[src/rtl/keycode_pkg.sv]
// Shared constants, FSM state type and named HID usage codes for the keycode report builder.
// Used by both the default build and the KEYCODE_ROLLOVER_EN build.
package keycode_pkg;

    localparam logic [7:0]  KEY_NONE      = 8'h00;
    localparam logic [7:0]  KEY_ROLLOVER  = 8'h01;
    localparam int          NUM_SLOTS     = 4;
    localparam logic [31:0] ROLLOVER_WORD = 32'h0101_0101;

    typedef enum logic [1:0] {
        ST_IDLE   = 2'd0,
        ST_SEARCH = 2'd1,
        ST_UPDATE = 2'd2
    } state_t;

    localparam logic [7:0] KEY_W     = 8'h1A;
    localparam logic [7:0] KEY_S     = 8'h16;
    localparam logic [7:0] KEY_A     = 8'h04;
    localparam logic [7:0] KEY_D     = 8'h07;
    localparam logic [7:0] KEY_UP    = 8'h52;
    localparam logic [7:0] KEY_DOWN  = 8'h51;
    localparam logic [7:0] KEY_LEFT  = 8'h50;
    localparam logic [7:0] KEY_RIGHT = 8'h4F;
    localparam logic [7:0] KEY_ENTER = 8'h28;
    localparam logic [7:0] KEY_SPACE = 8'h2C;
    localparam logic [7:0] KEY_KP0   = 8'h62;
    localparam logic [7:0] KEY_R     = 8'h15;
    localparam logic [7:0] KEY_BKSP  = 8'h2A;

endpackage

[src/rtl/keycode_slot_match.sv]
// Combinational 4-way compare of a code against the occupied slots of the key table.
// Reports whether the code is held and the lowest slot index holding it.
module keycode_slot_match
    import keycode_pkg::*;
(
    input  logic [31:0] i_slots,
    input  logic [2:0]  i_count,
    input  logic [7:0]  i_code,
    output logic        o_hit,
    output logic [1:0]  o_idx
);

    // Walk from the top slot down so the lowest matching index wins.
    always_comb begin
        o_hit = 1'b0;
        o_idx = 2'd0;
        for (int i = NUM_SLOTS - 1; i >= 0; i--) begin
            if ((i_count > 3'(i)) && (i_slots[i*8 +: 8] == i_code)) begin
                o_hit = 1'b1;
                o_idx = 2'(i);
            end
        end
    end

endmodule

[src/rtl/keycode_report_builder.sv]
// Builds the packed four-slot keycode word from single-key press/release events.
// Optional macro KEYCODE_ROLLOVER_EN adds HID ErrorRollOver reporting on overflow.
module keycode_report_builder
    import keycode_pkg::*;
(
    input  logic        Clk,
    input  logic        Reset,
    input  logic        ev_valid,
    output logic        ev_ready,
    input  logic        ev_press,
    input  logic [7:0]  ev_code,
    output logic [31:0] keycode,
    output logic        report_valid,
    output logic [2:0]  key_count,
    output logic [1:0]  o_dbg_state
);

    // Handshake: an event transfers on a rising edge where ev_valid && ev_ready;
    // ev_ready is high only in IDLE and never while Reset is asserted.

    state_t      r_state;
    state_t      w_next_state;
    logic        w_xfer;

    logic        r_press;
    logic [7:0]  r_code;
    logic        r_hit;
    logic [1:0]  r_idx;
    logic        w_hit;
    logic [1:0]  w_idx;

    logic [31:0] r_table;
    logic [2:0]  r_count;
    logic [31:0] w_table_ins;
    logic [31:0] w_table_shift;
    logic [39:0] w_table_ext;
    logic        w_full;
    logic        w_do_insert;
    logic        w_do_remove;

    logic [31:0] w_vis_keycode;
    logic [2:0]  w_vis_count;
    logic [31:0] r_keycode;
    logic [2:0]  r_key_count;
    logic        r_report_valid;

    always_ff @(posedge Clk) begin
        if (Reset) r_state <= ST_IDLE;
        else       r_state <= w_next_state;
    end

    always_comb begin
        w_next_state = r_state;
        case (r_state)
            ST_IDLE:   if (w_xfer) w_next_state = ST_SEARCH;
            ST_SEARCH: w_next_state = ST_UPDATE;
            ST_UPDATE: w_next_state = ST_IDLE;
            default:   w_next_state = ST_IDLE;
        endcase
    end

    always_comb begin
        ev_ready    = (r_state == ST_IDLE) && !Reset;
        o_dbg_state = r_state;
    end

    assign w_xfer = ev_valid && ev_ready;

    always_ff @(posedge Clk) begin
        if (Reset) begin
            r_press <= 1'b0;
            r_code  <= KEY_NONE;
            r_hit   <= 1'b0;
            r_idx   <= 2'd0;
        end else begin
            if (w_xfer) begin
                r_press <= ev_press;
                r_code  <= ev_code;
            end
            if (r_state == ST_SEARCH) begin
                r_hit <= w_hit;
                r_idx <= w_idx;
            end
        end
    end

    keycode_slot_match u_match (
        .i_slots (r_table),
        .i_count (r_count),
        .i_code  (r_code),
        .o_hit   (w_hit),
        .o_idx   (w_idx)
    );

    // Release closes the gap: every slot at or above the hit moves down one.
    assign w_table_ext = {KEY_NONE, r_table};
    always_comb begin
        w_table_shift = r_table;
        w_table_ins   = r_table;
        for (int j = 0; j < NUM_SLOTS; j++) begin
            if (j >= int'(r_idx)) w_table_shift[j*8 +: 8] = w_table_ext[(j+1)*8 +: 8];
            if (r_count == 3'(j)) w_table_ins[j*8 +: 8] = r_code;
        end
    end

    assign w_full      = (r_count == 3'(NUM_SLOTS));
`ifdef KEYCODE_ROLLOVER_EN
    assign w_do_insert = (r_state == ST_UPDATE) && r_press && !r_hit && !w_full
                         && (r_code != KEY_NONE) && (r_code != KEY_ROLLOVER);
`else
    assign w_do_insert = (r_state == ST_UPDATE) && r_press && !r_hit && !w_full
                         && (r_code != KEY_NONE);
`endif
    assign w_do_remove = (r_state == ST_UPDATE) && !r_press && r_hit;

    always_ff @(posedge Clk) begin
        if (Reset) begin
            r_table <= '0;
            r_count <= 3'd0;
        end else if (w_do_insert) begin
            r_table <= w_table_ins;
            r_count <= r_count + 3'd1;
        end else if (w_do_remove) begin
            r_table <= w_table_shift;
            r_count <= r_count - 3'd1;
        end
    end

`ifdef KEYCODE_ROLLOVER_EN
    logic [2:0] r_ovf_cnt;
    logic       w_ovf_inc;
    logic       w_ovf_dec;

    // Overflow counts presses that found no room; unmatched releases pay them back.
    assign w_ovf_inc = (r_state == ST_UPDATE) && r_press && !r_hit && w_full
                       && (r_code != KEY_NONE) && (r_code != KEY_ROLLOVER)
                       && (r_ovf_cnt != 3'd7);
    assign w_ovf_dec = (r_state == ST_UPDATE) && !r_press && !r_hit
                       && (r_code != KEY_NONE) && (r_ovf_cnt != 3'd0);

    always_ff @(posedge Clk) begin
        if (Reset)          r_ovf_cnt <= 3'd0;
        else if (w_ovf_inc) r_ovf_cnt <= r_ovf_cnt + 3'd1;
        else if (w_ovf_dec) r_ovf_cnt <= r_ovf_cnt - 3'd1;
    end

    assign w_vis_keycode = (r_ovf_cnt != 3'd0) ? ROLLOVER_WORD : r_table;
    assign w_vis_count   = (r_ovf_cnt != 3'd0) ? 3'(NUM_SLOTS) : r_count;
`else
    assign w_vis_keycode = r_table;
    assign w_vis_count   = r_count;
`endif

    // The output stage trails the table by one cycle and pulses on any visible change.
    always_ff @(posedge Clk) begin
        if (Reset) begin
            r_keycode      <= '0;
            r_key_count    <= 3'd0;
            r_report_valid <= 1'b0;
        end else begin
            r_keycode      <= w_vis_keycode;
            r_key_count    <= w_vis_count;
            r_report_valid <= (w_vis_keycode != r_keycode);
        end
    end

    assign keycode      = r_keycode;
    assign key_count    = r_key_count;
    assign report_valid = r_report_valid;

endmodule
[config.mk]
export PLATFORM = sky130hd
export DESIGN_NAME = keycode_report_builder
export DESIGN_NICKNAME = d
export VERILOG_FILES = /design/src/rtl/keycode_pkg.sv /design/src/rtl/keycode_slot_match.sv /design/src/rtl/keycode_report_builder.sv
export SDC_FILE = /design/constraint.sdc
export NUM_CORES = 1
export LEC_CHECK = 0
export ABC_AREA = 1
export CAP_MARGIN = 20
export CORE_ASPECT_RATIO = 2
export CORE_MARGIN = 4
export CORE_UTILIZATION = 55
export CTS_CLUSTER_SIZE = 24
export DETAILED_ROUTE_END_ITERATION = 8
export PLACE_DENSITY = 0.77
export SYNTH_ARGS = -nofsm -noshare
export SYNTH_HDL_FRONTEND = slang
export SYNTH_HIERARCHICAL = 1
export SYNTH_SLANG_ARGS = --single-unit
[constraint.sdc]
create_clock -name Clk -period 2.3 [get_ports Clk]
set_clock_uncertainty 0.2 [all_clocks]
set_input_delay 0.46 -clock Clk [delete_from_list [all_inputs] [get_ports Clk]]
set_output_delay 0.46 -clock Clk [all_outputs]
set_load 0.1 [all_outputs]
After elaboration in Yosys (flattened, before gate mapping)
Index checks and enable logic that the tools add are counted.
{ "word_totals": {"wordCells": 86, "latchBits": 0, "out_inout_bits": 39, "ramBits": 0, "ff_bits": 85, "mem_count": 0, "in_bits": 12, "mem_bits_ro": 0} }
{ "classes": {"n_reduce_logical": 27, "n_eq_ne": 16, "shifts": 0, "n_mux": 21, "bitwise_logic": 0, "div_mod_pow": 0, "addsub": 2, "order_cmp": 7, "multipliers": 0} }
{ "op_table": {"columns": ["op", "n"], "rows": [
  ["2-to-1 mux 32 bit", 2],
  ["2-to-1 mux 8 bit", 7],
  ["equality test 8 bit", 4],
  ["inequality test 32 bit", 1],
  ["logical AND 1 bit", 12],
  ["2-to-1 mux 2 bit", 5],
  ["AND reduction 3 bit", 3],
  ["inequality test 2 x 1 -> 1 bit, second input constant", 4],
  ["nonzero test 2 bit", 4],
  ["nonzero test 8 bit", 1],
  ["equality test 3 x 2 -> 1 bit, second input constant", 2],
  ["> comparator 3 x 1 -> 1 bit, second input constant", 2],
  ["> comparator 3 x 2 -> 1 bit, second input constant", 2],
  ["2-to-1 mux 3 bit", 2],
  [">= comparator 1 x 2 -> 1 bit, first input constant", 2],
  ["zero test 1 bit", 4],
  ["2-to-1 mux 1 bit", 4],
  ["one-hot mux 2 bit (2 select lines)", 1],
  ["adder 3 x 1 -> 3 bit, second input constant", 1],
  ["equality test 3 x 1 -> 1 bit, second input constant", 1],
  ["equality test 3 bit, second input constant", 1],
  ["zero test 3 bit", 1],
  ["subtractor 3 x 1 -> 3 bit, second input constant", 1],
  ["equality test 2 x 1 -> 1 bit, second input constant", 1],
  ["other kinds (5)", 5]
]} }

Longest topological paths before layout
Gate-level depths: netlist of the first run.
{ "logic_depth": {"word_depth": 7, "ltp_mapped": 11, "ltp_nobuf": 11} }

Cells and area by module
The synthesis of the first run kept the hierarchy.
{ "modules_own_cells": {"columns": ["mod", "area_per_inst_um2", "cells_per_inst", "seq_area_each_um2", "instances"], "rows": [
  ["keycode_report_builder", 3792.4, 550, 1701.6, 1],
  ["keycode_slot_match", 638.1, 126, 0.0, 1]
]} }

Worst setup path before layout of the first run
No wires, ideal clock.
{ "synth_path": {"kind": "register to register", "start": "register r_state[1], in the netlist o_dbg_state[1]", "end": "register r_code[0]", "path_buffers": 1, "slack_ns": -1.855, "setup_time_ns": 0.070, "arrival_time_ns": 3.885, "path_stages_with_launch": 5, "period_less_slack_ns": 4.155, "cell_sequence": "dfxtp_1 > nor3_1 > nand2_1 > buf_2 > a21oi_1"} }
{ "synth_between": {"elab_chain_len": 3} }
{ "synth_rtl": {"columns": ["item", "line", "rtl"], "rows": [
  ["start: declaration", "keycode_report_builder.sv:21", "state_t r_state;"],
  ["start signal: assignment", "keycode_report_builder.sv:49", "else r_state <= w_next_state;"],
  ["zero test 2 bit", "keycode_report_builder.sv:63", "ev_ready = (r_state == ST_IDLE) && !Reset;"],
  ["logical AND 1 bit", "keycode_report_builder.sv:63", null],
  ["named net ev_ready", "keycode_report_builder.sv:9", "output logic ev_ready,"],
  ["logical AND 1 bit", "keycode_report_builder.sv:67", "assign w_xfer = ev_valid && ev_ready;"],
  ["end signal: assignment", "keycode_report_builder.sv:78", "r_code <= ev_code;"],
  ["end: declaration", "keycode_report_builder.sv:26", "logic [7:0] r_code;"]
]} }
The timed path passes the listed nets, and every way through them passes these cells.
A chain may end at the register's enable or synchronous reset.

Final worst setup path of the first run
{ "layout_path": {"start": "register r_count[1]", "end": "register r_table[27]"} }
{ "layout_between": {"elab_chain_len": 6, "word_cells_on_any_way": 9} }
{ "layout_rtl": {"columns": ["item", "line", "rtl"], "rows": [
  ["start: declaration", "keycode_report_builder.sv:33", "logic [2:0] r_count;"],
  ["start signal: assignment", "keycode_report_builder.sv:122", "r_count <= r_count + 3'd1;"],
  ["start signal: assignment", "keycode_report_builder.sv:125", "r_count <= r_count - 3'd1;"],
  ["equality test 3 bit", "keycode_report_builder.sv:106", "assign w_full = (r_count == 3'(NUM_SLOTS));"],
  ["zero test 1 bit", "keycode_report_builder.sv:111", "assign w_do_insert = (r_state == ST_UPDATE) && r_press && !r_hit && !w_full"],
  ["logical AND 1 bit", "keycode_report_builder.sv:111", null],
  ["logical AND 1 bit", "keycode_report_builder.sv:112", "&& (r_code != KEY_NONE);"],
  ["inequality test 2 x 1 -> 1 bit (no source line) / nonzero test 2 bit (equally long branches)", null, null],
  ["AND reduction 2 bit (no source line)", null, null],
  ["end signal: assignment", "keycode_report_builder.sv:121", "r_table <= w_table_ins;"],
  ["end signal: assignment", "keycode_report_builder.sv:124", "r_table <= w_table_shift;"],
  ["end: declaration", "keycode_report_builder.sv:32", "logic [31:0] r_table;"]
]} }
Parallel ways exist; a longest one is shown, timed or not.

==> results of run 1 <==
-- per-stage QoR --
stage,hold WS [ns],utilization [%]
6_report,0.2642,66.98
5_1_grt,0.2881,66.98
4_1_cts,0.2665,66.87
3_5_place_dp,0.2581,63.30
3_3_place_gp,0.2552,63.30
2_1_floorplan,0.2446,-
-- what timing repair did --
item                                    in CTS  in global routing
buffers inserted                             0                  0
resized for setup                            0                  1
endpoints found under the setup margin       0                  2
-- worst max path at each step --
stage / start / to / slack [ns] / depth (start not counted)
global placement: Reset / r_table[26] / 0.12 / 5
global route: r_count[1] / r_table[28] / 0.02 / 10
CTS: r_count[1] / r_table[12] / 0.15 / 9
finish: r_count[1] / r_table[27] / 0.13 / 9
detailed placement: Reset / r_table[26] / 0.12 / 5
floorplan: o_dbg_state[0] / r_code[0] / 0.08 / 4
-- metal layers --
metal  up-vias  wire, um  share of wire (%)  track usage [%]
met5         -         0                  0                0
met4         0       734                5.8            15.38
met3        48       562                4.5            4.545
met2       131      6725                 53            49.39
met1      1966      4564                 36            27.46
li1       2170         -                  -                -
-- final cells by class --
type | count | share of cell area [%]
multi-input combinational | 472 | 42.36
clock buffer | 10 | 4.335
sequential | 85 | 32.27
tap | 96 | 2.274
clock inverter | 5 | 0.9950
inverter | 98 | 6.965
timing repair buffer | 69 | 10.80
-- logic make-up (layout without fill, tap and decap cells) --
logic type | count (synthesis) | in the layout | synth area share, %
compound gates | 68 | 68 | 7.851
fa+ha+maj | 6 | 6 | 1.694
simple gates | 370 | 370 | 34.74
xor+xnor | 28 | 28 | 5.705
buf+inv | 119 | 182 | 11.61
flops | 85 | 85 | 38.41
-- where the power goes --
group          internal [mW]  switching, mW  leakage [nW]
Combinational          0.130          0.265          1.89
Clock                  0.829          0.569         0.138
Sequential              1.50         0.0215         0.688
-- critical path, stage by stage, from the launching register on --
cell and delay, ns:
dfxtp_1 0.40, inv_1 0.08, ha_1 0.21, nand2_1 0.07, nand3_1 0.11, nor2_4 0.23
nand2_2 0.17, o21ai_2 0.40, nand2_1 0.13, o21ai_0 0.09
-- sequential cells by signal, summed over array words and instances (netlist names) --
name	flops
keycode	32
r_hit	1
r_code	8
r_press	1
r_table	32
report_valid	1
o_dbg_state	2
r_idx	2
key_count	3
r_count	3
-- placed cells by master (no fill, tap or decap), types with 3 or more instances in the layout --
cell type and n:
clkdlybuf4s50_1 11, o21ai_0 23, xnor2_1 10, inv_2 7
inv_1 91, clkinv_2 3, nand2_1 206, a21oi_1 41
nor2_2 4, xor2_1 17, ha_1 6, nand3_1 40
dfxtp_1 83, nor2_1 104, buf_4 56, nand2_2 4
clkbuf_16 9
==> flow_summary.toml, run 1 <==
[worst_hold_path]
worstHoldPathType = "flip-flop to flip-flop"
min_path_cells = 2
hold_end = "r_code[0]"
worstHoldStart = "r_code[0]"

[clock_network]
cts_buffer_depth = 2
h-tree-depth = 3
clock-sinks = 85
cts_tree = "yes"
cts-root-buf = "clkbuf_16"
cts.hold.buffers_added = 0
cts_buffers = 9
clkTransAtPathRegs_ns = 0.06
worstSkewPairLatency_ns = 0.34

[routing]
drtPass1Iterations = 5
vias = 4315
drtIter0Drc = 300
routed_wl_um = 12590
ant_nets = 0
vias_per_cell = 5.168
wl_per_cell_um = 15.07
drc = 0

[timing]
fmax_mhz = 461.1
final_max_slew_viol_count = 0
min_period_over_period_pct = 94.30
worst_slack_ns = 0.1311
fin_tns_setup_ns = 0
layout_min_cycle_time_ns = 2.169
tightest_slew_ns = 0.5060
relSlewSlack_pct = 66.18
hold_viol = 0
setup_viol = 0
grt_setup_unrepaired = "no"

[setup_path]
crit_fanout = 8
reg2reg_from = "r_count[1]"
startpoint_type = "flip-flop"
r2r_cells = 9
cp_data_required_time_ns = 2.37
path_class = "flip-flop to flip-flop"
cp.arrival_ns = 2.23
cp-end-kind = "flip-flop"
r2r_end = "r_table[27]"
regToRegSetupSlack_ns = 0.13

[grt]
grt_max_degree = 39
track_usage_pct = 26.78
grt_overflow_total = 0
grt_pass1_vias = 4069
antenna_found_initial = 0
grt_pass1_wl_um = 19920

[synthesis]
netlist.area_leader.share_pct = 38.41
ys_ff_latch = 85
synth_edf_count = 0
yosysTopAreaCell = "dfxtp_1"
ys.warnings.count = 6
synth.avg_cell_area_sq_um = 6.554
synthesis.area_sq_mm = 0.004430
synth_fp_nets = 694
synth_area_leaders = "dfxtp_1 (38%), nand2_1 (18%), nor2_1 (8.8%)"
synthCells = 676
synth_common_cells = "nand2_1 (207), nor2_1 (104), inv_1 (91)"
yosys_most_used_dff = "dfxtp_1"
yosysUniqueCellTypes = 29
async_reset_ff_share_pct = 0
yosysMostFrequentCell = "nand2_1"
synth-seq-area-share_pct = 38.41

[layout]
area_growth_pct = 19.20
nFillCells = 706
final_cells = 835
final_area_sq_mm = 0.005281
multi_input_area_sq_mm = 0.002237
drive_above_1_share_pct = 13.53
nNetsFinal = 753
antenna_cells = 0
seq_area_sq_mm = 0.001704

[floorplan]
num_io_pins = 51
die-area_sq_mm = 0.009643
placementRows = 46
initial_utilization_pct = 56.19
die_h_um = 134.9
core_sq_mm = 0.007885
fp.dieW_um = 71.47

[placed_design]
preCtsSetupSlack_ns = 0.1178
dpl_cell_area_sq_mm = 0.004991
gp_congestion = 0.9473
port_buffers = 50
place_inst = 820
dp_hpwl_um = 9612

[job]
max_cap_viol_count = 0

[power]
total_power_mw = 3.316
power.leakage_nw = 2.715
powerDensity_mw_per_mm2 = 627.8
vdd_ir_drop_max_v = 0.0005399

[run_status]
status = "complete, no violations"
No activity file was read; power rests on OpenSTA's default activity.
==> inputs of run 2 (changes only) <==
--- a/config.mk
+++ b/config.mk
@@ -12,6 +12,8 @@
 export CORE_UTILIZATION = 55
 export CTS_CLUSTER_SIZE = 24
 export DETAILED_ROUTE_END_ITERATION = 8
+export HOLD_SLACK_MARGIN = 0.06
+export MAX_ROUTING_LAYER = met4
 export PLACE_DENSITY = 0.77
 export SYNTH_ARGS = -nofsm -noshare
 export SYNTH_HDL_FRONTEND = slang
==> flow_summary.toml, run 2 (synthesis gave the netlist of run 1 again) <==
[grt]
grt_max_degree = 39
grt_pass1_vias = 4036
grt_overflow_total = 0
grt_pass1_wl_um = 20060
grt.met1_usage_pct = 27.32
top_usage_layer = "met2"
met3_usage_pct = 4.322
grt_util_met2_pct = 50.61
track_usage_pct = 27.76
antenna_found_initial = 0

[floorplan]
core_sq_mm = 0.007885
die-area_sq_mm = 0.009643
placementRows = 46
num_io_pins = 51
fp.dieW_um = 71.47
initial_utilization_pct = 56.19
die_h_um = 134.9

[clock_network]
cts_buffer_depth = 2
cts_buffers = 9
worstSkewPairLatency_ns = 0.34
cts_tree = "yes"
cts_setup_buffers = 0
clock-sinks = 85
h-tree-depth = 3
cts_resized = 0
clkTransAtPathRegs_ns = 0.06
cts-root-buf = "clkbuf_16"
cts.hold.buffers_added = 0

[timing]
final_max_slew_viol_count = 0
setup_viol = 0
fmax_mhz = 464.4
relSlewSlack_pct = 65.69
tightest_slew_ns = 0.5134
hold_viol = 0
layout_min_cycle_time_ns = 2.153
fin_tns_setup_ns = 0
min_period_over_period_pct = 93.63
grt_setup_unrepaired = "no"

[power]
power.leakage_nw = 2.713
switchingPower_mw = 0.9053
powerDensity_mw_per_mm2 = 625.9
intPower_mw = 2.397
pwr-share-seq_pct = 46.1
pwr-share-comb_pct = 11.9
vdd_ir_drop_max_v = 0.0004176
p_clk_share_pct = 42.0
p_sw_share_pct = 27.41

[setup_path]
crit_fanout = 16
cp.arrival_ns = 2.19
cp-end-kind = "flip-flop"
cp_data_required_time_ns = 2.34
startpoint_type = "flip-flop"
path_class = "flip-flop to flip-flop"

[layout]
nNetsFinal = 753
layout_common_cells = "nand2_1 (206), nor2_1 (104), inv_1 (91)"
area_growth_pct = 19.09
antenna_cells = 0
final_cells = 836
drive_above_1_share_pct = 13.78
mostFrequentLayoutCell = "nand2_1"

[routing]
vias = 4345
routed_wl_um = 12700
drtIter0Drc = 254
drc = 0
drtPass1Iterations = 5
ant_nets = 0
vias_per_cell = 5.197
wl_per_cell_um = 15.19

[job]
max_cap_viol_count = 0

[placed_design]
gp_congestion = 0.9882
dp_hpwl_um = 9757
port_buffers = 50
place_inst = 820

[worst_hold_path]
worstHoldPathType = "flip-flop to flip-flop"

[run_status]
status = "complete, no violations"
-- run 2: cell count changes in the layout (fill, tap and decap cells not counted) --
cell | previous run | this run
nand4_4 | 1 | 0
nand4_2 | 2 | 3
bufinv_16 | 1 | 0
clkinvlp_4 | 1 | 2
clkinv_4 | 0 | 2
clkbuf_8 | 0 | 1
inv_6 | 0 | 1
clkinv_2 | 3 | 1
clkbuf_1 | 1 | 0
-- run 2: layer usage --
metal	wire, um	up-vias
met5	0	-
met4	603	0
met3	577	41
met2	6935	140
met1	4579	1990
li1	-	2174
-- run 2: final cells by class --
cell class,instances,area [sq um]
clock buffer,10,239.0
clock inverter,6,46.29
fill,735,2609
inverter,98,367.9
multi-input combinational,472,2228
sequential,85,1704
tap,96,120.1
timing repair buffer,69,570.5
-- run 2: power by group through the flow --
stage | clock network, mW | logic, mW | registers (mW)
floorplan | 0 | 0.208 | 1.62
global placement | 0 | 0.387 | 1.55
detailed placement | 0 | 0.393 | 1.56
CTS | 1.40 | 0.394 | 1.52
global route | 1.46 | 0.426 | 1.52
finish | 1.39 | 0.394 | 1.52
-- run 2: final timing paths --
kind / from / endpoint / slack [ns] / cells past startpoint
hold / removal: r_code[0] / r_code[0] / 0.27 / 2
hold reg to reg: r_code[0] / r_code[0] / 0.27 / 2
setup / recovery: r_count[1] / r_table[15] / 0.15 / 8
setup reg to reg: r_count[1] / r_table[15] / 0.15 / 8
-- run 2: metrics by stage --
stage | hold slack, ns | cell area (sq um) | power (mW) | util, % | setup WS (ns)
CTS | 0.2694 | 5276 | 3.321 | 66.92 | 0.1699
finish | 0.2682 | 5276 | 3.302 | 66.92 | 0.1465
global route | 0.2833 | 5276 | 3.414 | 66.92 | 0.03429
floorplan | 0.2446 | 4447 | 1.828 | - | 0.08012
global placement | 0.2535 | 4991 | 1.942 | 63.30 | 0.1345
detailed placement | 0.2597 | 4991 | 1.948 | 63.30 | 0.09960
-- run 2: critical path, cell delays in order (launching register included) --
cell and delay [ns]:
dfxtp_1 0.39, inv_1 0.09, ha_1 0.22, nand2_1 0.08, nand3_1 0.10, nor2_4 0.20, nand4_2 0.41, a21oi_1 0.29
nor2_1 0.07
